$ cat config.mk
export PLATFORM = sky130hd
export DESIGN_NAME = output_forward
export DESIGN_NICKNAME = d
export VERILOG_FILES = /design/src/rtl/output_forward.sv
export SDC_FILE = /design/constraint.sdc
export NUM_CORES = 1
export LEC_CHECK = 0
export CELL_PAD_IN_SITES_DETAIL_PLACEMENT = 0
export CELL_PAD_IN_SITES_GLOBAL_PLACEMENT = 1
export CORE_ASPECT_RATIO = 1.4
export CORE_UTILIZATION = 28
export CTS_BUF_LIST = sky130_fd_sc_hd__clkbuf_8
export DETAILED_ROUTE_END_ITERATION = 8
export PLACE_DENSITY_LB_ADDON = 0.1
export SLEW_MARGIN = 25
export SYNTH_ARGS = -nofsm -noshare
export SYNTH_HDL_FRONTEND = slang
export SYNTH_SLANG_ARGS = --single-unit
$ cat constraint.sdc
create_clock -name clk_i -period 4.01 [get_ports clk_i]
set_input_delay 0.401 -clock clk_i [delete_from_list [all_inputs] [get_ports clk_i]]
set_output_delay 0.401 -clock clk_i [all_outputs]
set_load 0.01 [all_outputs]
$ cat src/rtl/output_forward.sv
// Output-neuron forward pass: accumulates hidden*weight beats into a 19-bit result.
// Define OUTPUT_FORWARD_SAT_EN for unsigned saturation instead of truncation.
module output_forward #(
    parameter int N_HIDDEN = 4
) (
    input  logic        clk_i,
    input  logic        rst_i,
    input  logic        en_i,
    input  logic        clear_i,
    input  logic [9:0]  hidden_val_i,
    input  logic [7:0]  w_i,
    input  logic        hidden_vld_i,
    output logic        hidden_rdy_o,
    output logic [18:0] final_o,
    output logic        final_vld_o,
    output logic        f_end_o
);

    localparam logic [1:0] IDLE  = 2'd0;
    localparam logic [1:0] ACCUM = 2'd1;
    localparam logic [1:0] DONE  = 2'd2;

    logic [1:0]  state;
    logic [20:0] acc;
    logic [2:0]  cnt;
    logic [17:0] prod;
    logic [20:0] sum_next;
    logic [18:0] conv;
    logic        accept;
    logic        last;

    assign prod     = {8'b0, hidden_val_i} * {10'b0, w_i};
    assign sum_next = acc + {3'b0, prod};
    assign last     = (cnt == 3'(N_HIDDEN - 1));
    // An abort (en_i low) takes priority over a beat presented in the same cycle
    assign accept   = (state == ACCUM) && en_i && hidden_vld_i && hidden_rdy_o;

`ifdef OUTPUT_FORWARD_SAT_EN
    assign conv = (sum_next > 21'h07FFFF) ? 19'h7FFFF : sum_next[18:0];
`else
    logic unused_hi;
    assign unused_hi = ^sum_next[20:19];
    assign conv      = sum_next[18:0];
`endif

    always_ff @(posedge clk_i or negedge rst_i) begin
        if (!rst_i) begin
            state        <= IDLE;
            acc          <= '0;
            cnt          <= '0;
            final_o      <= '0;
            final_vld_o  <= 1'b0;
            f_end_o      <= 1'b0;
            hidden_rdy_o <= 1'b0;
        end else if (clear_i) begin
            state        <= IDLE;
            acc          <= '0;
            cnt          <= '0;
            final_o      <= '0;
            final_vld_o  <= 1'b0;
            f_end_o      <= 1'b0;
            hidden_rdy_o <= 1'b0;
        end else begin
            f_end_o <= 1'b0;
            unique case (state)
                IDLE: begin
                    if (en_i) begin
                        state        <= ACCUM;
                        acc          <= '0;
                        cnt          <= '0;
                        final_vld_o  <= 1'b0;
                        hidden_rdy_o <= 1'b1;
                    end
                end
                ACCUM: begin
                    if (!en_i) begin
                        state        <= IDLE;
                        hidden_rdy_o <= 1'b0;
                    end else if (accept) begin
                        acc <= sum_next;
                        cnt <= cnt + 3'd1;
                        if (last) begin
                            state        <= DONE;
                            final_o      <= conv;
                            final_vld_o  <= 1'b1;
                            f_end_o      <= 1'b1;
                            hidden_rdy_o <= 1'b0;
                        end
                    end
                end
                DONE: begin
                    if (!en_i) begin
                        state <= IDLE;
                    end
                end
                default: begin
                    state        <= IDLE;
                    hidden_rdy_o <= 1'b0;
                end
            endcase
        end
    end

endmodule

==> metrics.yaml, run 1 <==
grt_max_degree: 39
seq_power_share: 0.133
die_area_um2: 17970
gp_congestion: 0.7539
power_leakage_nw: 3.448
stdcell_count: 883
max-vdd-ir-drop_mv: 0.2463
cp-end-kind: "flip-flop"
skew_ps: 5.109
crit_required_ps: 4210
start_util: 0.2890
detail-route-antenna-nets: 0
slew_violations: 0
max_freq_mhz: 242.6
fin_nets: 780
synth.top_cell.area_share: 0.2626
clockRootBuffer: "clkbuf_8"
drtIter0Drc: 101
internal-power_mw: 2.067
routedWlPerCell_um: 14.75
syn-cell-area_um2: 4880
grt_pass1_vias: 4414
cts_buffers: 5
clkTransAtPathRegs_ps: 90
r2r_cells: 15
fillers: 1689
syn_nets: 642
pwr-share-comb: 0.764
critPathMaxFanout: 6
ys.flop_type: "dfrtp_1"
finalPower_mw: 3.557
synth_top_area_cell: "fa_1"
place_hpwl_um: 10440
clockPowerShare: 0.103
cts_buffer_depth: 2
yosys-top-cells-area: "fa_1 (26%), dfrtp_1 (24%), ha_1 (11%)"
setup.worst_path.start_class: "input pin"
r2r-start: "acc[9]$_DFFE_PN0P_"
dp.cells: 857
hold_path.class: "in2async"
num_rows: 56
yosysSeqAreaShare: 0.2359
port_buffers: 44
layout_common_cells: "inv_1 (99), buf_4 (82), fa_1 (55)"
failed_checks: "setup timing"
antenna_cells: 0
globalRouteOverflowTotal: 0
vias_per_cell: 4.403
synth_warnings: 0
drt-total-wl_um: 13030
htreeDepth: 2
run_status: "complete, but fails checks"
core_um2: 16890
slew_headroom: 0.3745
synth-async-reset-ratio: 1.000
clkSinkCount: 46
hold_viol_final: 0
clk_latency_ps: 310
antenna_found_initial: 0
r2r-end: "final_o[15]$_DFFE_PN0P_"
p_sw_mw: 1.490
synth_edf_count: 0
boundaryPins: 45
setup_ws_ps: -112.0
tightestPinTransition_ps: 937.3
swShare: 0.4190
firstDrtPassIters: 4
cts_tree: "done"
layout_commonest_cell: "inv_1"
rsz0062_at_grt: "yes"
cp.arrival_ps: 4330
ys_ff_latch: 46
via_count: 3888
drc: 0
postSynthAreaPerCell_um2: 9.512
die-height_um: 158.2
drive_above_1_share: 0.3241
fin_crit_sh: 1.028
area_growth_pct: 40.82
finalSetupViolCount: 13
dieWidth_um: 113.6
ff2ff_setup_slack_ps: -110
period_minus_slack_ps: 4122
critical_path_class: "in2reg"
grt_usage: 0.1602
hold-worst-slack_ps: 455.6
power_density_nw_per_um2: 517.6
cap_violations: 0
yosysUniqueCellTypes: 39
grt_first_pass_wirelength_um: 22420
synthCells: 513
layer usage:
metal,vias up,wire length (um),track usage
met5,-,0,0
met4,0,228,0.05075
met3,12,284,0.01263
met2,63,6436,0.2811
met1,1916,6077,0.2084
li1,1897,-,-
kinds of logic after synthesis:
kind of cell    after synthesis  share of synthesized area
simple gates                137                     0.1415
buf+inv                     126                    0.09846
fa+ha+maj                   106                     0.3703
compound gates               84                     0.1282
flops                        46                     0.2359
xor+xnor                     12                    0.02154
mux                           2                   0.004103
worst max-delay path by stage:
stage | from | end | slack, ps | cells after the start
final | hidden_val_i[5] | final_o[15]$_DFFE_PN0P_ | -110 | 15
after global routing | acc[9]$_DFFE_PN0P_ | final_o[16]$_DFFE_PN0P_ | -310 | 17
after CTS | acc[6]$_DFFE_PN0P_ | final_o[18]$_DFFE_PN0P_ | -180 | 15
after detailed placement | w_i[5] | final_o[15]$_DFFE_PN0P_ | -1150 | 16
after global placement | w_i[3] | final_o[15]$_DFFE_PN0P_ | -1110 | 16
after floorplan | hidden_val_i[3] | acc[15]$_DFFE_PN0P_ | -350 | 15
what timing repair did:
action,CTS,global route
hold endpoints to repair,8,0
pin swaps,64,28
endpoints found under the setup margin,26,20
setup buffers,13,7
resized for setup,169,23
hold buffers,1,0
state kept, by name, summed over array words and instances (netlist names):
register	cells
f_end_o	1
cnt	3
final_o	19
acc	19
final_vld_o	1
state	2
hidden_rdy_o	1
power by group through the flow:
stage	Combinational [mW]	Clock (mW)	Sequential (mW)
6_report	2.72	0.368	0.472
5_1_grt	3.00	0.396	0.473
4_1_cts	2.59	0.381	0.472
3_5_place_dp	2.04	0	0.481
3_3_place_gp	2.07	0	0.482
2_1_floorplan	1.28	0	0.481
critical path, cell delays in order:
cell and delay, ps:
buf_6 110, and2_1 170, fa_1 580, fa_2 460
fa_1 480, inv_1 50, fa_1 480, inv_1 60
ha_4 210, a21o_1 180, a221o_1 380, or3_1 340
o22ai_2 140, xnor2_2 90, a22o_1 180
synth_stat cells, drive strengths merged (3+ instances only):
library cell	count
inv	116
fa	64
nand2	53
and2	50
dfrtp	46
ha	42
a22o	25
a21oi	15
nor2	14
o21ai	13
clkbuf	9
xnor2	7
a21o	6
a221o	5
xor2	5
and3	4
o21a	4
a31oi	3
nand4	3
nor2b	3
nor3	3
o211ai	3
through the flow:
stage	TNS, ps	util	area [um^2]	setup slack, ps
final	-1065	0.4069	6872	-112.0
after detailed placement	-23000	0.3701	6250	-1150
after CTS	-1279	0.3998	6751	-178.7
after global routing	-3750	0.4069	6872	-308.8
after global placement	-22980	0.3701	6250	-1109
after floorplan	-1315	-	5001	-345.0
layout make-up:
cell class	count	area (um^2)	area share
Multi-Input combinational cell	341	3651	0.5313
Timing Repair Buffer	141	1231	0.1792
Sequential cell	46	1151	0.1675
Inverter	116	435.4	0.06336
Tap cell	232	290.3	0.04224
Clock buffer	6	82.58	0.01202
Clock inverter	1	30.03	0.004370
Note: power is estimated with default switching activity, not from simulation.
==> run 2, diff against run 1 <==
GPL_ROUTABILITY_DRIVEN = 1   (was not set)
clock period = 3.55 ns   (was 4.01 ns; I/O delays follow)
==> metrics.yaml, run 2 (synthesized netlist as in run 1, its figures left out) <==
grt_max_degree: 37
drtIter0Drc: 153
grt_pass1_vias: 4402
htreeDepth: 2
start_util: 0.2890
globalRouteOverflowTotal: 0
cp.arrival_ps: 4390
rsz0062_at_grt: "yes"
drive_above_1_share: 0.3792
tns_ps: -10310
port_buffers: 44
dieWidth_um: 113.6
fillers: 1678
drc: 0
crit_required_ps: 3760
dp_slack_ps: -1545
firstDrtPassIters: 4
clk_latency_ps: 310
r2r-end: "final_o[15]$_DFFE_PN0P_"
power_leakage_nw: 3.535
critical_path_class: "in2reg"
finalSetupViolCount: 23
run_status: "complete, but fails checks"
cts_buffers: 5
tightestPinTransition_ps: 867.2
period_minus_slack_ps: 4182
clockRootBuffer: "clkbuf_8"
fin_crit_sh: 1.178
max-vdd-ir-drop_mv: 0.3491
grt_usage: 0.1645
layout_common_cells: "inv_1 (92), buf_4 (87), fa_1 (52)"
critPathMaxFanout: 6
ff2ff_setup_slack_ps: -620
fin_util: 0.4231
reg_top3: "acc: 19 flops, final_o: 19 flops, cnt: 3 flops"
gp_congestion: 0.7845
drt-total-wl_um: 13640
via_count: 3975
cap_violations: 0
die_area_um2: 17970
hold_viol_final: 0
slew_headroom: 0.4219
detail-route-antenna-nets: 0
boundaryPins: 45
num_rows: 56
fin_nets: 791
die-height_um: 158.2
seq_power_share: 0.118
layout_commonest_cell: "inv_1"
clockPowerShare: 0.093
core_um2: 16890
antenna_cells: 0
cts_tree: "done"
setup_ws_ps: -631.9
pwr-share-comb: 0.789
cts_buffer_depth: 2
failed_checks: "setup timing"
area_growth_pct: 46.41
routedWlPerCell_um: 15.26
clkSinkCount: 46
cp-end-kind: "flip-flop"
max_freq_mhz: 239.1
r2r-start: "acc[9]$_DFFE_PN0P_"
hold-worst-slack_ps: 149.8
antenna_found_initial: 0
power_density_nw_per_um2: 633.6
skew_ps: 8.327
swShare: 0.4219
setup.worst_path.start_class: "input pin"
grt_first_pass_wirelength_um: 22980
vias_per_cell: 4.446
internal-power_mw: 2.617
p_sw_mw: 1.910
r2r_cells: 15
slew_violations: 0
clkTransAtPathRegs_ps: 90
hold_path.class: "in2async"
place_hpwl_um: 10490
## run 2: cell count changes in the layout (fill, tap and decap cells not counted), sizes merged
cell | before | now
buf | 114 | 125
clkbuf | 6 | 7
dlygate4sd3 | 1 | 0
## run 2: worst max-delay path by stage
stage,from,endpoint,slack (ps),depth (start not counted)
after floorplan,hidden_val_i[3],acc[15]$_DFFE_PN0P_,-760,15
after global placement,hidden_val_i[7],final_o[18]$_DFFE_PN0P_,-1520,17
after detailed placement,w_i[5],final_o[15]$_DFFE_PN0P_,-1540,15
after CTS,w_i[5],final_o[15]$_DFFE_PN0P_,-670,15
after global routing,acc[9]$_DFFE_PN0P_,final_o[17]$_DFFE_PN0P_,-750,14
final,hidden_val_i[5],final_o[15]$_DFFE_PN0P_,-630,15
## run 2: layout make-up
| class | count | area, um^2 | area share |
|---|---|---|---|
| multi-input cells | 341 | 3816 | 0.5342 |
| repair buffers | 152 | 1339 | 0.1874 |
| flip-flops and latches | 46 | 1151 | 0.1611 |
| inverters | 116 | 435.4 | 0.06095 |
| well taps | 232 | 290.3 | 0.04063 |
| clock buffers | 6 | 82.58 | 0.01156 |
| clock inverters | 1 | 30.03 | 0.004203 |
## run 2: repair_timing
action                                  4_1_cts  5_1_grt
endpoints found under the setup margin       30       26
buffers inserted                             23       14
hold buffers                                  0        0
pin swaps                                    69       61
resized for setup                           170       58
## run 2: worst max-delay path, stage by stage
cell and delay [ps]:
buf_6 110, and2_1 170, fa_1 580, fa_2 450, fa_1 560, inv_2 50, fa_2 530, inv_2 40
ha_4 150, a21o_1 190, a221o_1 380, or3_4 390, o22ai_4 130, xnor2_2 90, a22o_1 200
## run 2: per-stage QoR
step / area [um^2] / total power [mW] / cells
after floorplan: 5074 / 2.039 / 513
after global placement: 6316 / 2.924 / 858
final: 7144 / 4.527 / 894
after detailed placement: 6316 / 2.910 / 858
after global routing: 7144 / 4.876 / 894
after CTS: 6854 / 3.973 / 884
## run 2: layer usage
layer	share of wire	GRT usage	vias up	wire [um]
met5	0	0	-	0
met2	0.50	0.2921	68	6882
met3	0.021	0.01072	11	284
li1	-	-	1922	-
met4	0.017	0.05388	0	226
met1	0.46	0.2118	1974	6251
## run 2: power groups by stage
stage,registers (mW),logic [mW],clock network [mW]
6_report,0.534,3.57,0.420
5_1_grt,0.535,3.89,0.448
4_1_cts,0.534,3.00,0.437
3_5_place_dp,0.544,2.37,0
3_3_place_gp,0.544,2.38,0
2_1_floorplan,0.543,1.50,0
